## src/rtl/pixel_effect_pipe.sv

```systemverilog
// pixel_effect_pipe: three-stage per-frame colour effect
// (pass, invert, gray, threshold, posterize) for the video path.
module pixel_effect_pipe #(
  parameter int W          = 8,
  parameter int POST_BITS  = 3,
  parameter int THRESH_RST = 128
) (
  input  logic         clk,
  input  logic         rst,
  input  logic         in_valid,
  input  logic         in_sof,
  input  logic [W-1:0] r_in,
  input  logic [W-1:0] g_in,
  input  logic [W-1:0] b_in,
  input  logic [2:0]   mode_in,
  input  logic [W-1:0] thresh_in,
  output logic         out_valid,
  output logic         out_sof,
  output logic [W-1:0] r_out,
  output logic [W-1:0] g_out,
  output logic [W-1:0] b_out,
  output logic [2:0]   active_mode
);

  localparam logic [2:0] M_INV  = 3'd1;
  localparam logic [2:0] M_GRAY = 3'd2;
  localparam logic [2:0] M_THR  = 3'd3;
  localparam logic [2:0] M_POST = 3'd4;

  localparam int         LOW   = W - POST_BITS;
  localparam logic [W-1:0] MAXV  = '1;
  localparam logic [W-1:0] PMASK = MAXV << LOW;

  typedef struct packed {
    logic         sof;
    logic [2:0]   mode;
    logic [W-1:0] thr;
    logic [W-1:0] r;
    logic [W-1:0] g;
    logic [W-1:0] b;
    logic [W+7:0] pr;
    logic [W+7:0] pg;
    logic [W+7:0] pb;
  } s1_t;

  typedef struct packed {
    logic         sof;
    logic [2:0]   mode;
    logic [W-1:0] thr;
    logic [W-1:0] r;
    logic [W-1:0] g;
    logic [W-1:0] b;
    logic [W-1:0] gray;
  } s2_t;

  logic         sof_take;
  logic [2:0]   eff_mode;
  logic [W-1:0] eff_thr;
  logic [W-1:0] act_thr;

  logic         v1;
  logic         v2;
  s1_t          s1;
  s2_t          s2;
  logic [W+9:0] sum;
  logic [W-1:0] gray_c;
  logic [W-1:0] ro;
  logic [W-1:0] go;
  logic [W-1:0] bo;

  // The sof pixel itself already uses the config it carries
  assign sof_take = in_valid & in_sof;
  assign eff_mode = sof_take ? mode_in : active_mode;
  assign eff_thr  = sof_take ? thresh_in : act_thr;

  always_ff @(posedge clk or negedge rst) begin
    if (!rst) begin
      active_mode <= '0;
      act_thr     <= W'(THRESH_RST);
    end else if (sof_take) begin
      active_mode <= mode_in;
      act_thr     <= thresh_in;
    end
  end

  always_ff @(posedge clk or negedge rst) begin
    if (!rst) begin
      v1 <= 1'b0;
      s1 <= '0;
    end else begin
      v1 <= in_valid;
      if (in_valid) begin
        s1.sof  <= in_sof;
        s1.mode <= eff_mode;
        s1.thr  <= eff_thr;
        s1.r    <= r_in;
        s1.g    <= g_in;
        s1.b    <= b_in;
        s1.pr   <= (W+8)'(r_in) * (W+8)'(77);
        s1.pg   <= (W+8)'(g_in) * (W+8)'(150);
        s1.pb   <= (W+8)'(b_in) * (W+8)'(29);
      end
    end
  end

  // Weights sum to 256, so the top bits never exceed MAXV
  assign sum    = (W+10)'(s1.pr) + (W+10)'(s1.pg)
                + (W+10)'(s1.pb);
  assign gray_c = W'(sum >> 8);

  always_ff @(posedge clk or negedge rst) begin
    if (!rst) begin
      v2 <= 1'b0;
      s2 <= '0;
    end else begin
      v2 <= v1;
      if (v1) begin
        s2.sof  <= s1.sof;
        s2.mode <= s1.mode;
        s2.thr  <= s1.thr;
        s2.r    <= s1.r;
        s2.g    <= s1.g;
        s2.b    <= s1.b;
        s2.gray <= gray_c;
      end
    end
  end

  always_comb begin
    ro = s2.r;
    go = s2.g;
    bo = s2.b;
    case (s2.mode)
      M_INV: begin
        ro = MAXV - s2.r;
        go = MAXV - s2.g;
        bo = MAXV - s2.b;
      end
      M_GRAY: begin
        ro = s2.gray;
        go = s2.gray;
        bo = s2.gray;
      end
      M_THR: begin
        ro = (s2.gray >= s2.thr) ? MAXV : '0;
        go = ro;
        bo = ro;
      end
      M_POST: begin
        ro = s2.r & PMASK;
        go = s2.g & PMASK;
        bo = s2.b & PMASK;
      end
      default: ;
    endcase
  end

  always_ff @(posedge clk or negedge rst) begin
    if (!rst) begin
      out_valid <= 1'b0;
      out_sof   <= 1'b0;
      r_out     <= '0;
      g_out     <= '0;
      b_out     <= '0;
    end else begin
      out_valid <= v2;
      out_sof   <= v2 & s2.sof;
      if (v2) begin
        r_out <= ro;
        g_out <= go;
        b_out <= bo;
      end
    end
  end

endmodule

```

## config.mk

```make
export PLATFORM = sky130hd
export DESIGN_NAME = pixel_effect_pipe
export DESIGN_NICKNAME = d
export VERILOG_FILES = /design/src/rtl/pixel_effect_pipe.sv
export SDC_FILE = /design/constraint.sdc
export NUM_CORES = 1
export LEC_CHECK = 0
export ABC_AREA = 1
export CAP_MARGIN = 5
export CORE_ASPECT_RATIO = 1.1
export CORE_MARGIN = 3
export CORE_UTILIZATION = 42
export DETAILED_ROUTE_END_ITERATION = 12
export GPL_TIMING_DRIVEN = 0
export SLEW_MARGIN = 10
export SYNTH_ARGS = -nofsm -noshare
export SYNTH_HDL_FRONTEND = slang
export SYNTH_SLANG_ARGS = --single-unit
```

## constraint.sdc

```tcl
create_clock -name clk -period 2.6 [get_ports clk]
set_input_delay 0.52 -clock clk [delete_from_list [all_inputs] [get_ports clk]]
set_output_delay 0.52 -clock clk [all_outputs]
set_load 0.02 [all_outputs]
```

Word-level counts from Yosys, hierarchy flattened:

Cells that the tools add are included.

* output and inout port bits: 29
* word-level logic and storage cells: 46
* register bits: 162
* input port bits: 39

* $add $sub $neg: 5
* multiplexer cells: 6
* order comparisons: 1
* bitwise operators: 2
* $mul: 3
* equal/unequal tests: 4

Operator list (number)
* $pmux 8 s4: 3
* $mul 8x7->15 const B: 2
* $sub 8x8->8 const A: 3
* $add 15x16->16: 1
* $add 16x13->16: 1
* $mux 8: 2
* $mul 8x5->13 const B: 1
* $ge 8x8->1: 1
* $eq 3x2->1 const B: 2
* $eq 3x1->1 const B: 1
* $eq 3x3->1 const B: 1
* $mux 3: 1
* $and 1x1->1: 2

Logic depth before layout (Yosys ltp):

Gate-level depths: netlist of the first run.

* depth in word-level cells: 3
* gate-level depth with buffers: 16
* gate-level depth less buffers: 16

Worst setup path before layout of the first run:

No wires, ideal clock.

* kind: in2reg
* from: input port r_in[4]
* to: register s1[46] (netlist bit)
* path slack: -0.579 ns
* buffers on the path: 0
* cell stages on the path: 13
* arrival: 3.062 ns
* required time: 2.483 ns
* library setup time: 0.117 ns
* cell sequence: ha_1 ha_1 inv_1 fa_1 fa_1 inv_1 ha_1 a21oi_1 nor2_1 o21ai_0 nand4_1 nand2_1 nand2_1

* cells in the longest elaborated chain, start to end: 1

Ends and longest elaborated chain
* start: declaration: line 12 `input logic [W-1:0] r_in,`
* $mul 8x7->15: line 99 `s1.pr <= (W+8)'(r_in) * (W+8)'(77);`
* end: declaration: line 63 `s1_t s1;`

Every way passes these cells.
A chain may end at the register's enable or synchronous reset.

Final worst setup path of the first run:

* from: input port g_in[6]
* to: register s1[30] (netlist bit)

* cells in the longest elaborated chain, start to end: 1

Ends and longest elaborated chain
* start: declaration: line 13 `input logic [W-1:0] g_in,`
* $mul 8x7->15: line 100 `s1.pg <= (W+8)'(g_in) * (W+8)'(150);`

Every way passes these cells.

==> results list, run 1 <==
- Setup violation total in the final timing report: 20
- Req. time, crit path: a little under 3 ns
* Wire length of the first global-routing pass: ~45000 um
- Leaving out fill and tap cells, the most frequent cell in the layout is sky130_fd_sc_hd__nand2_1.
- The clock passes through at most 2 buffers.
* Number of buffers created by CTS: 17
- Die area: around 28000 um2
- Overall power consumption after layout is estimated at between 10 and 15 mW.
* Die outline width: approximately 160 um
- Commonest cells after routing, fill and taps aside: sky130_fd_sc_hd__nand2_1 (466), sky130_fd_sc_hd__inv_1 (178), sky130_fd_sc_hd__dfrtp_1 (156)
* Nets: 1700
* RSZ-0062 raised after global routing: true
* Slew at the pin with the worst max-slew slack: ~0.73 ns
- Critical path fanouts, max: 4
- The number of antenna diodes in the final layout is 0.
- In this run the static leakage power is roughly 7 nW.
- For this run, the register share of the synthesized area comes to 0.366.
- The via count of the first global-routing pass is between 9000 and 10000.
- Startpoint types: input pin
- Period utilization: 1.05
* Ratio of cells with drive above 1 in the final layout: 0.152
- For this block, the via count after detailed routing is 9000.
- Using the TritonRoute via totals, the vias-per-cell ratio works out to approximately 5.
- Signed area change from the synthesized netlist to the final layout: 25.3%
- Arrival time of data at the critical path endpoint: between 3 and 4 ns
* Final count of hold timing violations: 0
* Fillcell total: 2333
- After floorplanning, the core was divided into 60 placement rows.
- Crit path setup slack, layout: -0.129 ns
- DRC violation count after routing: 0
* TritonCTS sink count: between 150 and 200
- Number of top-level pins: about 70
- Dpl hpwl: around 21000 um
* Maximum operating frequency: around 370 MHz
* Grt ovf: 0
* Vertical die dimension: about 170 um
* Number of buffers added on ports: 67
* Synthesized area per cell: between 7 and 8 um2
- Total power per unit cell area: around 940 nW/um2
- Pre-CTS setup slack: -1.21 ns
- Counting flops and latches in the post-synthesis netlist gives ~160.
- The initial utilization of the core area, before any placement, comes to 0.433.
* Pin count of the biggest net entering global routing: a little over 80
- The final reports fail on setup timing.
- Global placement routability congestion: between 0.9 and 1
- Synthesis produced a netlist whose cell count is 1393.
- After clock tree synthesis, the clock-pin slew on the worst setup and hold paths is about 0.07 ns.
- TritonCTS clock tree: yes
- Net count of the mapped netlist: between 1500 and 2000
- The Yosys step of the flow raised 0 warnings.
- The number of pins with negative max-slew slack in the final report was 0.
* CTS H-tree lvls: 4
* Max rail drop VDD: ~490 uV
* DRT antenna net count: 0
* First DRT Iteration DRCs: between 400 and 500
* Synthesized cell area: roughly 11000 um2
- For this run, the detailed router's first-pass iteration total came to 8.
- In the final routed layout, each cell accounts on average for 14.6 um.
- Outcome: complete, but fails checks
- Final wirelength: between 20000 and 30000 um
* Global routing usage summed across all routing layers: 0.205
- Cell at the root of the clock tree: sky130_fd_sc_hd__clkbuf_16
* Final critical path time including I/O delays and setup: between 2 and 3 ns
- Endpoint type of the worst setup path: register
- In this run the worst hold path is classified as input pin to async pin.
* WS Path Type: input pin to register
- Clk_skew: 0.00818 ns
- Total of max-cap violations: 0
- Yosys cell types: 30
- Initial antenna violation count: 0
- Worst slew margin relative to its limit: 0.512
* Clock latency reported for the late side of the worst-skew pair: ~0.43 ns
- The total area inside the core boundary comes to about 25000 um2.
state kept, by name, indices dropped and copies added, names as in the netlist, 3 cells and up:
| name | count |
|---|---|
| act_thr | 8 |
| b_out | 8 |
| r_out | 8 |
| g_out | 8 |
| s2 | 44 |
| active_mode | 3 |
| s1 | 74 |
final timing paths:
| check | startpoint | to | slack [ns] | cells past startpoint |
|---|---|---|---|---|
| max in group asynchronous | rst | act_thr[7] | 1.74 | 2 |
| setup / recovery | g_in[6] | s1[30] | -0.13 | 15 |
| hold reg to reg | v1 | v2 | 0.38 | 0 |
| hold / removal | rst | b_out[4] | 0.03 | 1 |
| setup reg to reg | s1[12] | s2[5] | 0.35 | 10 |
| min in group clk | g_in[4] | s1[60] | 0.33 | 3 |
logic make-up after synthesis:
logic type | after synthesis | share of synthesized area
simple gates | 668 | 0.250
buf+inv | 241 | 0.0863
fa+ha+maj | 159 | 0.212
compound gates | 158 | 0.0772
flops | 157 | 0.366
xor+xnor | 10 | 0.00816
routing by layer:
layer / GRT usage / share of wire / vias up
met5: 0 / 0 / -
met4: 0.0764 / 0.031 / 0
met3: 0.0347 / 0.025 / 42
met2: 0.340 / 0.49 / 127
met1: 0.267 / 0.46 / 4202
li1: - / - / 4629
per-stage QoR:
step	utilization	hold WS (ns)	std cells	TNS, ns	cell area, um2
after floorplan	-	0.224	1393	-4.90	11100
after global placement	0.490	0.354	1770	-873.90	12100
final	0.543	0.0314	1825	-1.27	13400
after global routing	0.543	0.0791	1825	-3.39	13400
after CTS	0.532	0.0617	1815	-1.31	13200
after detailed placement	0.491	0.366	1771	-29.64	12200
cell type report:
cell class | count | area [um2] | share of cell area
clock buffers | 17 | 425 | 0.0316
flip-flops and latches | 157 | 3930 | 0.292
multi-input cells | 995 | 6690 | 0.497
inverters | 203 | 773 | 0.0575
clock inverters | 15 | 178 | 0.0132
well taps | 310 | 388 | 0.0288
plain buffers | 38 | 164 | 0.0122
repair buffers | 90 | 903 | 0.0672
where the power goes:
| part | total (mW) | internal (mW) | switching (mW) | leakage, nW |
|---|---|---|---|---|
| Combinational | 6.74 | 2.78 | 3.96 | 4.78 |
| Sequential | 3.38 | 2.97 | 0.410 | 1.91 |
| Clock | 2.57 | 1.45 | 1.11 | 0.293 |
critical path: stages:
cell                      delay, ns
sky130_fd_sc_hd__buf_8         0.10
sky130_fd_sc_hd__ha_4          0.23
sky130_fd_sc_hd__ha_4          0.25
sky130_fd_sc_hd__inv_2         0.03
sky130_fd_sc_hd__fa_1          0.45
sky130_fd_sc_hd__fa_1          0.51
sky130_fd_sc_hd__inv_2         0.05
sky130_fd_sc_hd__ha_4          0.31
sky130_fd_sc_hd__nand2_4       0.08
sky130_fd_sc_hd__nor2_4        0.13
sky130_fd_sc_hd__nand3_2       0.11
sky130_fd_sc_hd__nand3_2       0.08
sky130_fd_sc_hd__nand2_1       0.04
sky130_fd_sc_hd__nand3_1       0.07
sky130_fd_sc_hd__nand2_1       0.07
Yosys cell counts, drive strengths merged:
cell type / instances / area (um2)
nand2: 487 / 1840
inv: 201 / 754
dfrtp: 156 / 3900
ha: 121 / 1510
o21ai: 91 / 455
nand3: 81 / 405
nor2: 72 / 278
a21oi: 45 / 225
fa: 38 / 761
clkbuf: 25 / 97.6
a31oi: 14 / 87.6
buf: 13 / 66.3
nand4: 13 / 81.3
or2: 9 / 56.3
xnor2: 9 / 78.8
o21bai: 6 / 45.0
nor3: 5 / 25.0
clkinv: 2 / 7.51
a21o: 1 / 7.51
and2: 1 / 6.26
dfstp: 1 / 26.3
o211ai: 1 / 7.51
xor2: 1 / 8.76
repair_timing:
action,in CTS,in global routing
hold buffers,0,0
buffers inserted,12,10
gates resized for setup,166,58
setup endpoints to repair,28,23
pin swaps,47,37
No activity file was read; power rests on OpenSTA's default activity.
==> inputs of run 2 (changes only) <==
- ABC_AREA: 1 -> default
- clock period: 2.6 -> 2.2 ns (I/O delays scaled with it)
==> run 2 against run 1 <==
Global-route usage shrank 0.98 points. Clock skew grew 0.0037 ns. Setup slack lost 0.62 ns. Critical path depth shrank 2. Via count shrank 15%. Cell area grew 1.2%. Hold slack gained 0.23 ns. Utilization grew 2.3 points. Cell count shrank 22%. Register-to-register slack lost 0.76 ns. Die area shrank 2.4%. Sequential share of layout area shrank 0.32 points. The flow still finishes with violations (setup timing).
==> results list, run 2 <==
* Non-filler cells in the finished layout: roughly 1400
* Nets: 1306
- In this run the cell area of the synthesized design comes to between 10000 and 15000 um2.
- In the final layout, the registers with the most flip-flops are s1: 74 flops, s2: 44 flops.
- The number of nets in the synthesized netlist is roughly 1200.
* Synth area leader: sky130_fd_sc_hd__dfrtp_1
- The smallest clock period supported by the final layout is computed as 2.95 ns.
* Dominant cell by count in the synthesized netlist: sky130_fd_sc_hd__dfrtp_1
- Number of top-level pins: 68
* Via count of the first global-routing pass: between 7000 and 8000
* Die outline width: roughly 160 um
* 1st-pass router iterations: 5
* Commonest cells after routing, fill and taps aside: sky130_fd_sc_hd__dfrtp_1 (154), sky130_fd_sc_hd__mux2_2 (91), sky130_fd_sc_hd__inv_1 (81)
* Cell at the root of the clock tree: sky130_fd_sc_hd__clkbuf_16
- Sequential cell area: just under 4000 um2
- Final count of hold timing violations: 0
- TritonCTS clock tree: yes
- The startpoint identified for the worst register-to-register timing path is s1[37].
- Kind of path behind the tightest hold check: input pin to register
- In the finished design, the share of the clock period the worst path needs comes to 1.34.
- At the pin with the least slew margin, the transition time is 0.744 ns.
- TritonCTS sink count: about 160
- Post-synth top area share: 0.373
- Largest delay contributor family on the critical path: adder cells
- Wire length of the first global-routing pass: 41100 um
* Count of buffering cells on the critical path with inverters included: 4
- The HPWL after detailed placement is between 15000 and 20000 um.
- Counting flops with a built-in enable in the synthesized netlist gives 0.
- Summed over all nets, the switching power comes to roughly 6.8 mW.
- Data arrives at the worst endpoint at approximately 3.3 ns.
- Hold path start: b_in[1]
- Final wirelength: between 20000 and 30000 um
* Number of diodes: 0
- Main combinational cell family by area after synthesis: adder cells
- After layout, the design draws a total of between 15 and 20 mW.
* Global routing usage summed across all routing layers: 0.195
- Initial antenna violation count: 0
* Fraction of power consumed by combinational cells: 0.570
* Number of cells after detailed placement: between 1000 and 1500
* Final Util: 0.565
- Maximum operating frequency: approximately 340 MHz
- For this run, design rule violations remaining after detail routing come to 0.
* Critical path fanouts, max: 3
* Clock latency reported for the late side of the worst-skew pair: 0.43 ns
- Internal: around 10 mW
* Dominant synthesized flop cell: sky130_fd_sc_hd__dfrtp_1
* Total power per unit cell area: 1250 nW/um2
* Die area: about 27000 um2
- CTS H-tree lvls: 4
- Entering global routing, the biggest net connects 97 pins.
* Endpoint type of the worst setup path: register
* CP Launch Point: b_in[3]
* Grt ovf: 0
- Leak: between 5 and 6 nW
- For the final database, setup skew stands at around 0.012 ns.
* Worst slew margin relative to its limit: 0.504
- OpenSTA, run right after detailed placement, puts the worst setup slack at -1.86 ns.
- Yosys warning total: 0
- Reg with most FFs: s1
- Startpoint types: input pin
- Ratio of cells with drive above 1 in the final layout: 0.317
* Crit path setup slack, layout: -0.748 ns
- Synthesized area per cell: about 11 um2
- Counting distinct cell types in the post-synthesis netlist gives 59.
- Of the total power, the share spent switching nets is 0.399.
* Setup violation total in the final timing report: 33
* First DRT Iteration DRCs: around 300
- In the post-synthesis netlist, the biggest area contributors are sky130_fd_sc_hd__dfrtp_1 (37%), sky130_fd_sc_hd__ha_1 (14%), sky130_fd_sc_hd__mux2_2 (11%).
- Fin. max-slew vios: 0
* Reg power frac: 0.254
* Xor/xnor share of the synthesized area: 0.0243
- In this run the vertical extent of the chip is approximately 170 um.
- CP cell instances: buf_8 -> clkinvlp_4 -> fa_1 -> inv_2 -> ha_4 -> fa_1 -> ha_4 -> inv_2 -> o211ai_2 -> a21oi_2 -> a211o_1 -> or3b_1 -> a41oi_2
- By count the netlist is led by sky130_fd_sc_hd__dfrtp_1 (156), sky130_fd_sc_hd__ha_1 (121), sky130_fd_sc_hd__inv_1 (105).
- Max Buffers Root-to-Sink: 2
* Sequential fraction of the synthesis area: 0.376
* Share of synthesized area spent on multiplexers: 0.105
* Most common cell after layout, fill and taps aside: sky130_fd_sc_hd__dfrtp_1
- Global placement routability congestion: between 0.8 and 0.9
- The multi-input combinational cells in the finished layout cover a total of between 6000 and 7000 um2.
* DRT antenna net count: 0
- Drt wl/cell: around 18 um
* Core region area: about 24000 um2
* Initial core utilization: 0.435
- Vias per cell: approximately 5.3
- Total of max-cap violations: 0
- Of the total power, the clock network draws 0.175.
* Std cell rows: just under 60
- Simple-Gate Fraction of Synth Area: 0.0857
- The checks that failed: setup timing.
- CTS clk-pin slew, worst paths: 0.07 ns
- The layout has between 2000 and 2500 filler cells.
- Number of flip-flops under the largest register name: 74
- Setup repair after global routing could not meet its margin everywhere.
* Synth Area in Adders: 0.217
- The final route contains approximately 7600 vias.
- For this run, asynchronously set or reset flops after synthesis account for 1.00.
- On the worst path, the slowest cell contributes a delay of about 0.51 ns.
- Register bit total from synthesis: between 150 and 200
- Req. time, crit path: between 2 and 3 ns
- Number of buffers created by CTS: 17
- Compound-Gate Fraction of Synth Area: 0.138
- In this run the tool buffered the top-level ports with 67 buffer cells.
- Signed area change from the synthesized netlist to the final layout: 30.0%
- Max rail drop VDD: approximately 750 uV
* Outcome: complete, but fails checks
- Worst hold slack after final layout: roughly 0.26 ns
* WS Path Type: input pin to register
- Count of mapped cells out of synthesis: slightly below 1000
* Cell with the biggest individual delay on the critical path: sky130_fd_sc_hd__fa_1
==> run 2: cell count changes in the layout (fill, tap and decap cells not counted), sizes merged, moves of 17 or more <==
| cell | previous run | this run |
|---|---|---|
| nand3 | 81 | 6 |
| nor2b | 0 | 19 |
| xor2 | 1 | 18 |
| inv | 208 | 113 |
| mux2 | 0 | 98 |
| o21ai | 91 | 52 |
| nor2 | 72 | 49 |
| buf | 50 | 79 |
| nand2 | 487 | 61 |
==> run 2: worst paths after layout <==
kind / slack (ns) / end / depth (start not counted)
setup / recovery: -0.75 / s1[12] / 13
hold / removal: 0.26 / s1[49] / 2
setup reg to reg: -0.41 / s2[2] / 8
hold reg to reg: 0.42 / out_valid / 0
max in group asynchronous: 0.86 / s1[36] / 3
min in group asynchronous: 0.52 / act_thr[5] / 2
==> run 2: cells by family (layout without fill, tap and decap cells) <==
group                      count (synthesis)  after routing
AOI/OAI and AO/OA                        206            206
buffers and inverters                    145            286
and+or+nand+nor                          186            186
DFF                                      157            157
xor gates and xnor gates                  29             29
muxes                                     98             98
adders and majority gates                159            159
==> run 2: layout make-up <==
class                           instances  area share
Clock buffer                           17      0.0313
Inverter                              106      0.0297
Sequential cell                       157       0.289
Timing Repair Buffer                  109      0.0832
Multi-Input combinational cell        678       0.514
Clock inverter                         15      0.0128
Tap cell                              305      0.0281
Buffer                                 39      0.0123
==> run 2: worst reg2reg max path, stage by stage, from the launching register on <==
cell and delay [ns]:
sky130_fd_sc_hd__dfrtp_1 0.41, sky130_fd_sc_hd__fa_1 0.59, sky130_fd_sc_hd__ha_4 0.22, sky130_fd_sc_hd__a2111oi_4 0.33, sky130_fd_sc_hd__a211oi_2 0.14, sky130_fd_sc_hd__or2_1 0.26, sky130_fd_sc_hd__buf_6 0.14, sky130_fd_sc_hd__xor2_1 0.14
sky130_fd_sc_hd__mux2_4 0.26
==> run 2: metrics by stage <==
| step | setup TNS (ns) | cell area [um2] |
|---|---|---|
| finish | -14.76 | 13600 |
| global route | -17.22 | 13600 |
| CTS | -15.00 | 13200 |
| detailed placement | -58.14 | 12100 |
| global placement | -957.92 | 12000 |
| floorplan | -18.00 | 11000 |
==> run 2: repair_timing <==
item,CTS,global route
gates resized for setup,201,53
buffers inserted,26,18
setup endpoints to repair,53,63
endpoints found under the hold margin,60,0
cloned,0,0
hold buffers,1,0
pin swaps,54,47
==> run 2: power by group through the flow <==
stage	Combinational (mW)	Clock [mW]	Sequential [mW]
floorplan	5.65	0	4.36
global placement	7.63	0	4.35
detailed placement	7.68	0	4.37
CTS	8.73	3.03	4.32
global route	10.6	3.16	4.41
finish	9.67	2.98	4.32
==> run 2: routing by layer <==
metal,up-vias,GRT usage,routed length (um)
li1,3711,-,-
met1,3736,0.256,11300
met2,133,0.336,12600
met3,32,0.0239,709
met4,0,0.0647,587
met5,-,0,0
==> inputs of run 3 (changes only) <==
- CAP_MARGIN: 5 -> 30
- clock period: 2.2 -> 3.8 ns (I/O delays scaled with it)
==> run 3 against run 2 <==
Clock skew is 0.0032 ns lower. Sequential power is 43% lower. Clock power is 42% lower. Register-to-register slack better by 1.5 ns. The flow now finishes without violations. Setup slack better by 0.91 ns. Sequential share of layout area is 3.4 points higher. Critical endpoint unchanged. First-iteration DRC count is 9.8% higher. Global-route usage is 1.4 points lower. Non-clock buffer count is 41 lower. Cell count is 2.9% lower.
==> results list, run 3 (synthesis results as in run 2) <==
* Number of diodes: 0
- The net count of the finished layout is approximately 1300.
- Number of buffers added on ports: 67
* Period utilization: 0.956
- Max Buffers Root-to-Sink: 2
* Global routing usage summed across all routing layers: 0.181
- Critical path fanouts, max: 3
- After layout, the minimum clock period comes to 3.63 ns.
* Ratio of cells with drive above 1 in the final layout: 0.158
- Commonest cells after routing, fill and taps aside: sky130_fd_sc_hd__dfrtp_1 (156), sky130_fd_sc_hd__ha_1 (120), sky130_fd_sc_hd__inv_1 (104)
- The critical path in this run is classified as input pin to register.
* Cell at the root of the clock tree: sky130_fd_sc_hd__clkbuf_16
- Max-cap violations in this run came to 0.
- DRT antenna net count: 0
- Leak: about 5.6 nW
- Reg-to-reg slack, setup: around 1.1 ns
- DRC violation count after routing: 0
- The later pin in the worst-skew pair is clocked with a latency of approximately 0.43 ns.
- Across the routed clock network, the largest skew measured is roughly 0.0087 ns.
* Area of all placed cells without fillers: about 12000 um2
- After detailed placement, the total cell area comes to 11500 um2.
* RSZ-0062 raised after global routing: false
* Final count of hold timing violations: 0
- Leaving out fill and tap cells, the most frequent cell in the layout is sky130_fd_sc_hd__dfrtp_1.
* Drt wl/cell: 16.7 um
* First DRT Iteration DRCs: about 330
- CP Launch Point: b_in[3]
- In this run the vertical extent of the chip is about 170 um.
- The number of antenna violations at the first check in global routing was 0.
* Arrival time of data at the critical path endpoint: approximately 4.0 ns
- The die covers 26800 um2.
- The design draws between 8 and 9 mW.
- Worst slew margin relative to its limit: 0.467
- Startpoint types: input pin
* Endpoint type of the worst setup path: register
- Req. time, crit path: between 4 and 5 ns
- The first TritonRoute pass finished after 4 iterations.
- For the worst flop-to-flop path, the logic depth is 8.
- Adding up every negative setup slack in the final design gives 0 ns.
- Via count of the first global-routing pass: ~7400
- TritonCTS built the clock tree.
* TritonCTS sink count: 157
* Dpl hpwl: around 18000 um
- Capture instance of the worst register-to-register path: s2[4]
* Signed area change from the synthesized netlist to the final layout: 16.2%
- Fin. max-slew vios: 0
- At the pin with the least slew margin, the transition time is around 0.8 ns.
* Core region area: 24100 um2
* Beginning of the worst register-to-register path: s1[5]
- Outcome: finished clean
- Non-filler cells in the finished layout: roughly 1400
- Vias: roughly 7400
- Wire length of the first global-routing pass: between 30000 and 40000 um
- CTS clk-pin slew, worst paths: roughly 0.07 ns
- Total power per unit cell area: a little under 700 nW/um2
* Number of flip-flops under the largest register name: 74
- Number of cells after detailed placement: approximately 1400
- Initial core utilization: 0.435
- Kind of path behind the tightest hold check: input pin to async pin
- In the routed layout, each cell is associated on average with a via count of 5.37.
- The largest registers in the layout are s1: 74 flops, s2: 44 flops.
* Die outline width: around 160 um
- The number of clock buffers added by TritonCTS is 17.
- Maximum operating frequency: 275 MHz
* Max rail drop VDD: about 370 uV
- In this run the count of I/O pins placed on the die edge is 68.
- Final wirelength: 23100 um
- Setup violations remaining at the end of the flow were counted as 0.
- Routability-driven placement finished with a final weighted congestion of roughly 0.87.
- For this run the aggregate overflow at the end of global routing stands at 0.
- Entering global routing, the biggest net connects 105 pins.
- Reg with most FFs: s1
* Std cell rows: just under 60
- The H-tree was split into 4 levels.
==> run 3: power by group <==
| group | switching, mW | internal [mW] | total [mW] |
|---|---|---|---|
| clock | 0.750 | 0.967 | 1.72 |
| sequential | 0.346 | 2.12 | 2.47 |
| combinational | 2.24 | 1.90 | 4.14 |
| total | 3.34 | 4.99 | 8.33 |
==> run 3: layout make-up <==
class	instances	area [um2]
clock inverter	13	143
clock buffer	19	453
inverter	106	398
sequential	157	3930
tap	305	382
buffer	39	161
fill	2198	11900
timing repair buffer	68	668
multi-input combinational	678	6020
==> run 3: routing by layer <==
metal / wire (um) / track usage / part of all wire
met3: 635 / 0.0252 / 0.027
met4: 410 / 0.0510 / 0.018
met1: 10700 / 0.241 / 0.47
met5: 0 / 0 / 0
met2: 11300 / 0.311 / 0.49
==> run 3: through the flow <==
stage / hold WS (ns) / worst slack (ns) / utilization
after floorplan: 0.352 / 0.138 / -
after global placement: 0.385 / -4.46 / 0.478
after detailed placement: 0.388 / -0.881 / 0.480
after CTS: 0.248 / 0.0199 / 0.506
after global routing: 0.258 / 0.0157 / 0.505
final: 0.239 / 0.167 / 0.505
==> run 3: how the worst max path moves through the flow <==
stage,to,slack (ns),depth (start not counted)
floorplan,s1[12],0.14,12
global placement,s1[12],-4.46,1
detailed placement,s1[41],-0.88,12
CTS,s1[12],0.02,13
global route,s1[30],0.02,13
finish,s1[12],0.17,13
==> run 3: worst max-delay path: stages <==
cell and delay [ns]:
sky130_fd_sc_hd__dlygate4sd2_1 0.27, sky130_fd_sc_hd__inv_2 0.09, sky130_fd_sc_hd__fa_1 0.48, sky130_fd_sc_hd__inv_1 0.04, sky130_fd_sc_hd__ha_1 0.30, sky130_fd_sc_hd__fa_1 0.46
sky130_fd_sc_hd__ha_1 0.33, sky130_fd_sc_hd__inv_1 0.07, sky130_fd_sc_hd__o211ai_2 0.15, sky130_fd_sc_hd__a21oi_1 0.12, sky130_fd_sc_hd__a211o_1 0.32, sky130_fd_sc_hd__or3b_1 0.38
sky130_fd_sc_hd__a41oi_1 0.21
==> run 3: timing repair <==
action	4_1_cts	5_1_grt
pin swaps	0	4
setup endpoints to repair	16	13
hold buffers	0	0
buffers inserted	0	0
gates resized for setup	26	24
